<file path="src/rtl/pwm_ramp_ctrl.sv">
// pwm_ramp_ctrl: walks a PWM duty value toward a commanded target in fixed
// increments, one increment every cmd_hold PWM periods, with abort support.
// Duty spans 0..2^R, so duty and target carry R+1 bits.
module pwm_ramp_ctrl #(
  parameter int R         = 8,
  parameter int HOLD_BITS = 8
) (
  input  logic                 clk,
  input  logic                 reset,
  input  logic                 cmd_valid,
  output logic                 cmd_ready,
  input  logic [R:0]           cmd_target,
  input  logic [R-1:0]         cmd_step,
  input  logic [HOLD_BITS-1:0] cmd_hold,
  input  logic                 period_tick,
  input  logic                 abort,
  output logic [R:0]           duty,
  output logic                 busy,
  output logic                 done,
  output logic                 aborted
);

  typedef enum logic {IDLE, RAMP} state_t;

  localparam logic [R:0] DUTY_MAX = {1'b1, {R{1'b0}}};

  state_t               state_q, state_d;
  logic [R:0]           duty_q, duty_d;
  logic [R:0]           target_q, target_d;
  logic [R-1:0]         step_q, step_d;
  logic [HOLD_BITS-1:0] hold_q, hold_d;
  logic [HOLD_BITS-1:0] cnt_q, cnt_d;
  logic                 done_q, done_d;
  logic                 aborted_q, aborted_d;

  // Command normalisation: clamp target, zero step/hold behave as one.
  logic [R:0]           tgt_clamped;
  logic [R-1:0]         step_norm;
  logic [HOLD_BITS-1:0] hold_norm;
  logic [R:0]           step_ext;
  logic [R:0]           up_gap;
  logic [R:0]           down_gap;
  logic [R:0]           stepped;
  logic                 accept;

  assign tgt_clamped = (cmd_target > DUTY_MAX) ? DUTY_MAX : cmd_target;
  assign step_norm   = (cmd_step == '0) ? R'(1) : cmd_step;
  assign hold_norm   = (cmd_hold == '0) ? HOLD_BITS'(1) : cmd_hold;

  // Gaps are only used in the direction where they cannot go negative, so a
  // saturating compare against the step never overshoots or wraps.
  assign step_ext = {1'b0, step_q};
  assign up_gap   = target_q - duty_q;
  assign down_gap = duty_q - target_q;

  // Candidate next duty for one step toward the latched target.
  always_comb begin
    stepped = target_q;
    if (target_q > duty_q) begin
      stepped = (up_gap <= step_ext) ? target_q : (duty_q + step_ext);
    end else if (target_q < duty_q) begin
      stepped = (down_gap <= step_ext) ? target_q : (duty_q - step_ext);
    end
  end

  assign cmd_ready = (state_q == IDLE) && !reset;
  assign accept    = cmd_valid && cmd_ready;

  // Next-state logic: command acceptance, period counting, stepping, abort.
  always_comb begin
    state_d   = state_q;
    duty_d    = duty_q;
    target_d  = target_q;
    step_d    = step_q;
    hold_d    = hold_q;
    cnt_d     = cnt_q;
    done_d    = 1'b0;
    aborted_d = 1'b0;
    case (state_q)
      IDLE: begin
        if (accept) begin
          target_d = tgt_clamped;
          step_d   = step_norm;
          hold_d   = hold_norm;
          cnt_d    = '0;
          if (tgt_clamped == duty_q) begin
            done_d = 1'b1;
          end else begin
            state_d = RAMP;
          end
        end
      end
      RAMP: begin
        if (abort) begin
          // Abort beats a coincident tick: duty is frozen where it is.
          state_d   = IDLE;
          aborted_d = 1'b1;
        end else if (period_tick) begin
          if (cnt_q == hold_q - HOLD_BITS'(1)) begin
            cnt_d  = '0;
            duty_d = stepped;
            if (stepped == target_q) begin
              state_d = IDLE;
              done_d  = 1'b1;
            end
          end else begin
            cnt_d = cnt_q + HOLD_BITS'(1);
          end
        end
      end
      default: state_d = IDLE;
    endcase
  end

  // State register with synchronous reset overriding every other input.
  always_ff @(posedge clk) begin
    if (reset) begin
      state_q   <= IDLE;
      duty_q    <= '0;
      target_q  <= '0;
      step_q    <= '0;
      hold_q    <= '0;
      cnt_q     <= '0;
      done_q    <= 1'b0;
      aborted_q <= 1'b0;
    end else begin
      state_q   <= state_d;
      duty_q    <= duty_d;
      target_q  <= target_d;
      step_q    <= step_d;
      hold_q    <= hold_d;
      cnt_q     <= cnt_d;
      done_q    <= done_d;
      aborted_q <= aborted_d;
    end
  end

  assign duty    = duty_q;
  assign busy    = (state_q == RAMP);
  assign done    = done_q;
  assign aborted = aborted_q;

endmodule
</file>
<file path="config.mk">
export PLATFORM = sky130hd
export DESIGN_NAME = pwm_ramp_ctrl
export DESIGN_NICKNAME = d
export VERILOG_FILES = /design/src/rtl/pwm_ramp_ctrl.sv
export SDC_FILE = /design/constraint.sdc
export NUM_CORES = 1
export LEC_CHECK = 0
export CORE_MARGIN = 2
export CORE_UTILIZATION = 50
export CTS_BUF_LIST = sky130_fd_sc_hd__clkbuf_16
export CTS_CLUSTER_SIZE = 25
export DETAILED_ROUTE_END_ITERATION = 8
export PLACE_DENSITY = 0.72
export SLEW_MARGIN = 5
export SYNTH_ARGS = -nofsm -noshare
export SYNTH_HDL_FRONTEND = slang
export SYNTH_SLANG_ARGS = --single-unit
</file>
<file path="constraint.sdc">
create_clock -name clk -period 7.1 [get_ports clk]
set_clock_uncertainty 0.05 [all_clocks]
set_input_delay 1.42 -clock clk [delete_from_list [all_inputs] [get_ports clk]]
set_output_delay 1.42 -clock clk [all_outputs]
set_load 0.02 [all_outputs]
</file>
# Word-level counts from Yosys, hierarchy flattened
# Index checks and enable logic that the tools add are counted.
[op_classes]
bitwise_logic = 2
shifts = 0
div_mod_pow = 0
magnitude_cmp = 5
muxes = 27
multipliers = 0
eq_ne = 6
add_sub_neg = 6
reduce_logical = 9
[op_table]
columns = ["operator", "n"]
rows = [
  ["two-way mux 8 bit", 6],
  ["two-way mux 9 bit", 5],
  ["== test 9 bit", 2],
  ["less-or-equal comparator 9 x 8 -> 1 bit", 2],
  ["subtractor 9 bit", 2],
  ["zero test 8 bit", 2],
  ["one-hot mux 8 bit (2 select lines)", 1],
  ["two-way mux 1 bit", 13],
  ["adder 9 x 8 -> 9 bit", 1],
  ["greater-than comparator 9 bit", 1],
  ["greater-than comparator 9 bit, second input constant", 1],
  ["less-than comparator 9 bit", 1],
  ["subtractor 9 x 8 -> 9 bit", 1],
  ["adder 8 x 1 -> 8 bit, second input constant", 1],
  ["== test 8 bit", 1],
  ["subtractor 8 x 1 -> 8 bit, second input constant", 1],
  ["inequality test 2 bit, second input constant", 3],
  ["one-hot mux 1 bit (2 select lines)", 2],
  ["AND reduction 4 bit", 1],
  ["AND reduction 3 bit", 1],
  ["logical AND 1 bit", 2],
  ["inverter 1 bit", 2],
  ["AND reduction 2 bit", 1],
  ["OR reduction 2 bit", 1],
  ["zero test 1 bit", 1],
]
[totals]
inputBits = 30
out_inout_bits = 13
mem_count = 0
mem_bits_rw = 0
rom_bits = 0
elab_cells = 63
latch_bits = 0
register_bits = 45

# Depth between registers and ports, before layout
[logic_depth]
ltp_word = 11
mapped_depth = 20
depth_no_buf = 19

# Worst setup path after synthesis
# No wires, ideal clock.
[synth_timing]
kind = "register to register"
startpoint = "reg duty_q[1], in the netlist duty[1]"
endpoint = "reg state_q, in the netlist busy"
t_arrival_ns = 4.122
setup_ns = 0.078
path_slack_ns = 2.850
period_less_slack_ns = 4.250
n_path_buf = 1
stages_incl_launch_ff = 20
cell_sequence = "dfxtp_1 inv_1 ha_1 nor2b_1 o21ai_0 nand2_1 a21o_1 a21oi_1 xnor2_1 ha_1 a211oi_1 a21boi_0 a211oi_1 or3b_1 and2_0 clkbuf_1 o311ai_1 a221oi_2 and4_1 nor3_1"
[synth_between]
elab_chain_len = 11
elab_cells_between_ends = 21
cone_classes = "4 x add/sub; 4 x order compare; 2 x eq/ne; 11 x mux"
[synth_rtl]
columns = ["item", "line", "source"]
rows = [
  ["start, declared", "28", "logic [R:0] duty_q, duty_d;"],
  ["start signal, assigned", "128", "duty_q <= duty_d;"],
  ["subtractor 9 bit", "54", "assign down_gap = duty_q - target_q;"],
  ["less-or-equal comparator 9 x 8 -> 1 bit", "62", "stepped = (down_gap <= step_ext) ? target_q : (duty_q - step_ext);"],
  ["two-way mux 9 bit", "62", ""],
  ["two-way mux 9 bit", "61", "end else if (target_q < duty_q) begin"],
  ["two-way mux 9 bit", "59", "if (target_q > duty_q) begin"],
  ["== test 9 bit", "102", "if (stepped == target_q) begin"],
  ["two-way mux 1 bit", "102", ""],
  ["two-way mux 1 bit", "99", "if (cnt_q == hold_q - HOLD_BITS'(1)) begin"],
  ["two-way mux 1 bit", "98", "end else if (period_tick) begin"],
  ["two-way mux 1 bit", "94", "if (abort) begin"],
  ["one-hot mux 1 bit (2 select lines) (*)", "79", "case (state_q)"],
  ["end signal, assigned", "127", "state_q <= state_d;"],
  ["end, declared", "27", "state_t state_q, state_d;"],
]
# Every way passes the cells marked *; elsewhere a longest branch is shown, timed or not.
# A chain may end at the register's enable or synchronous reset.

# Worst setup path in the final report
[layout_timing]
startpoint = "reg duty_q[0], in the netlist duty[0]"
endpoint = "reg duty_q[4], in the netlist duty[4]"
[layout_between]
elab_chain_len = 5
elab_cells_between_ends = 12
cone_classes = "4 x add/sub; 4 x order compare; 4 x mux"
[layout_rtl]
columns = ["item", "line"]
rows = [
  ["subtractor 9 bit", "54"],
  ["less-or-equal comparator 9 x 8 -> 1 bit", "62"],
  ["two-way mux 9 bit", "62"],
  ["two-way mux 9 bit", "61"],
  ["two-way mux 9 bit (*)", "59"],
]
# Marked as above.

==> flow_summary_export.csv <==
group,metric,value,unit
clock_network,root_buffer,"clkbuf_16",
power_and_ir_drop,powerDensity,180.3,mW/mm^2
hold_path,worstHoldStart,"hold_q[7]",
setup_path,cp-startpoint,"duty[0]",
sta,hold_violations,0,
yosys,yosysWarnings,0,
layout,nNetsFinal,663,
floorplanning,io_pins,43,
global_routing,grt_pass1_vias,4107,
sta,tightest_slew,1005,ps
yosys,synthesis.area,0.004328,mm^2
place,place_congestion,0.9664,
sta,rsz0062_at_grt,"false",
sta,slew_headroom,32.70,%
global_routing,grt_max_degree,41,
route,via_count,4267,
clock_network,h-tree-depth,2,
sta,fin_crit_sh,68.66,%
clock_network,post_cts_buffers,0,
route,ant_nets,0,
setup_path,cp_top_family,"compound AO/OA/AOI/OAI gates",
sta,drv_slew,0,
yosys,ys_async_sr_fraction,0,%
sta,fin_setup_tns,0,ps
clock_network,clk_latency,290,ps
global_routing,grt_usage,28.10,%
yosys,yosys.area.top_type,"dfxtp_1",
route,drt-pass1-iter-count,5,
setup_path,path_cells,"inv_1 -> ha_1 -> inv_1 -> fa_1 -> a21o_1 -> a21oi_1 -> o21bai_1 -> a21oi_1 -> xnor2_1 -> ha_1 -> a211oi_1 -> nand2_1 -> nor3_1 -> a311oi_1 -> o211ai_1 -> nand2_1 -> o22ai_1 -> a211oi_1 -> a211oi_1",
floorplanning,die_h,97.04,um
sta,max_freq,205.1,MHz
setup_path,crit_path_frequent_cell,"a211oi_1",
setup_path,path_max_fanout,12,
clock_network,cts_tree,"built",
yosys,yosysMostFrequentCell,"ha_1",
yosys,synth_area_leaders,"dfxtp_1, ha_1, xnor2_1",
hold_path,min_path_type,"reg2reg",
setup_path,worstSetupPathType,"reg2reg",
setup_path,r2r-start,"duty[0]",
setup_path,cp_slowest_stage_delay,860,ps
yosys,synth_top_area_share,20.82,%
route,avgRoutedWirePerCell,19.27,um
layout,seqCellArea,900.9,um^2
sta,min_period,4875,ps
hold_path,holdPathStages,2,
setup_path,cp_slowest_cell,"o211ai_1",
yosys,synth-seq-cells,45,
route,first_iter_violations,345,
layout,n_antenna_cell,0,
floorplanning,dieWidth,97.04,um
setup_path,worstPathRequired,7260,ps
clock_network,cts_max_path_buffers,2,
setup_path,worst_setup_path_end_kind,"flop",
route,remaining_drc_errors,0,
yosys,synth_commonest_cells,"ha_1, dfxtp_1, nand2_1",
setup_path,path_depth,19,
global_routing,overflow,0,
route,viasPerCell,6.229,
layout,areaGrowthSynthToFinish,15.09,%
yosys,seq_area_frac_synth,20.82,%
floorplanning,core,0.008299,mm^2
place,dp_hpwl,10230,um
sta,setup_violations,0,
global_routing,grt_pass1_wl,21400,um
yosys,syn_area_per_cell,7.883,um^2
clock_network,ctsResizeCount,0,
power_and_ir_drop,p_leak,2.008,nW
clock_network,cts_buffers,5,
setup_path,worstPathBufferInverterCount,2,
place,dpl-instance-area,0.004813,mm^2
yosys,syn_inst,549,
clock_network,cts_sinks,45,
clock_network,hold_buffers,0,
place,portBuffers,42,
layout,final.fill_count,787,
job,max_cap_viol_count,0,
power_and_ir_drop,irDropWorstVdd,0.0001124,V
floorplanning,die_area,0.009416,mm^2
yosys,synthDistinctLibCells,68,
global_routing,antenna_found_initial,0,
setup_path,cp.arrival,5030,ps
layout,multiInputGateArea,0.003181,mm^2
layout,fin_area,0.004981,mm^2
yosys,synth_edf_count,0,
run_status,outcome,"completed",
layout,drive_gt1_share,2.931,%
clock_network,clk_pin_slew,70,ps
floorplanning,rows,33,
setup_path,reg2reg_depth,19,
floorplanning,initial_core_util,52.15,%
yosys,synthFlopType,"dfxtp_1",
route,wirelength,13200,um
setup_path,start_kind,"flop",
power_and_ir_drop,total_power,898.3,uW
yosys,synth_nets,633,
[tightest hold or removal path, stage by stage (launching register included)]
cell	delay (ps)
dfxtp_1	330
nand3b_1	90
nand2_1	50
[flip-flops by register name, summed over array words and instances, names as in the netlist]
name	flops
hold_q	8
done	1
busy	1
step_q	8
cnt_q	8
target_q	9
duty	9
aborted	1
[cells by family (layout without fill, tap and decap cells)]
family | after synthesis | after routing | synth area share [%]
AO/OA/AOI/OAI | 152 | 152 | 24.89
XOR/XNOR | 53 | 53 | 10.73
adder cells (fa/ha/maj) | 54 | 54 | 16.31
buffers and inverters | 65 | 96 | 5.695
flip-flops | 45 | 45 | 20.82
multiplexers | 3 | 3 | 0.7228
AND/OR/NAND/NOR | 177 | 177 | 20.84
[where the power goes]
part / internal [mW] / switching (mW) / leakage [nW]
clock: 0.166 / 0.107 / 0.0852
sequential: 0.263 / 0.0146 / 0.367
combinational: 0.144 / 0.204 / 1.56
total: 0.573 / 0.325 / 2.01
[stage by stage]
| stage | utilization [%] | hold WS [ps] | worst slack, ps | instances |
|---|---|---|---|---|
| after floorplan | - | 413.3 | 2850 | 549 |
| after global placement | 58.00 | 437.8 | 2461 | 677 |
| after detailed placement | 58.00 | 456.8 | 2351 | 677 |
| after CTS | 60.02 | 469.7 | 2294 | 685 |
| after global routing | 60.02 | 487.5 | 1828 | 685 |
| final | 60.02 | 465.2 | 2225 | 685 |
[metal layers]
metal | vias up | global-route usage, % | routed length [um]
met4 | 0 | 10.40 | 433
met3 | 34 | 4.335 | 932
met2 | 169 | 44.07 | 5836
met1 | 2019 | 38.97 | 5995
li1 | 2045 | - | -
met5 | - | 0 | 0
[worst paths after layout]
path | end | slack (ps)
setup / recovery | duty[4] | 2230
hold / removal | hold_q[7] | 470
setup reg to reg | duty[4] | 2230
hold reg to reg | hold_q[7] | 470
[cell usage in the layout, fill, tap and decap left out, drive strengths merged, types with 3 or more instances in the layout]
master / count
a31oi: 3
nor2b: 6
nand4: 7
o21ai: 17
dfxtp: 45
o31a: 3
clkbuf: 5
nor2: 39
and2: 6
a21o: 12
or4: 4
a21oi: 37
a41oi: 3
o31ai: 15
xnor2: 29
nand2: 46
nor4: 5
nor3: 13
o41ai: 4
clkdlybuf4s50: 42
nand3: 17
nand3b: 14
xor2: 24
a221oi: 4
o21a: 3
o211a: 3
fa: 4
and3: 3
or3: 6
o22ai: 9
a211oi: 8
o21bai: 4
ha: 50
o211ai: 3
inv: 45
nand2b: 4
a2111oi: 3
[area by class of cell]
type	instances	area share [%]
Timing Repair Buffer	44	8.742
Sequential cell	45	18.09
Clock inverter	3	0.8541
Multi-Input combinational cell	439	63.85
Clock buffer	5	2.512
Inverter	44	3.316
Tap cell	105	2.638
(Power assumes the default switching activity.)
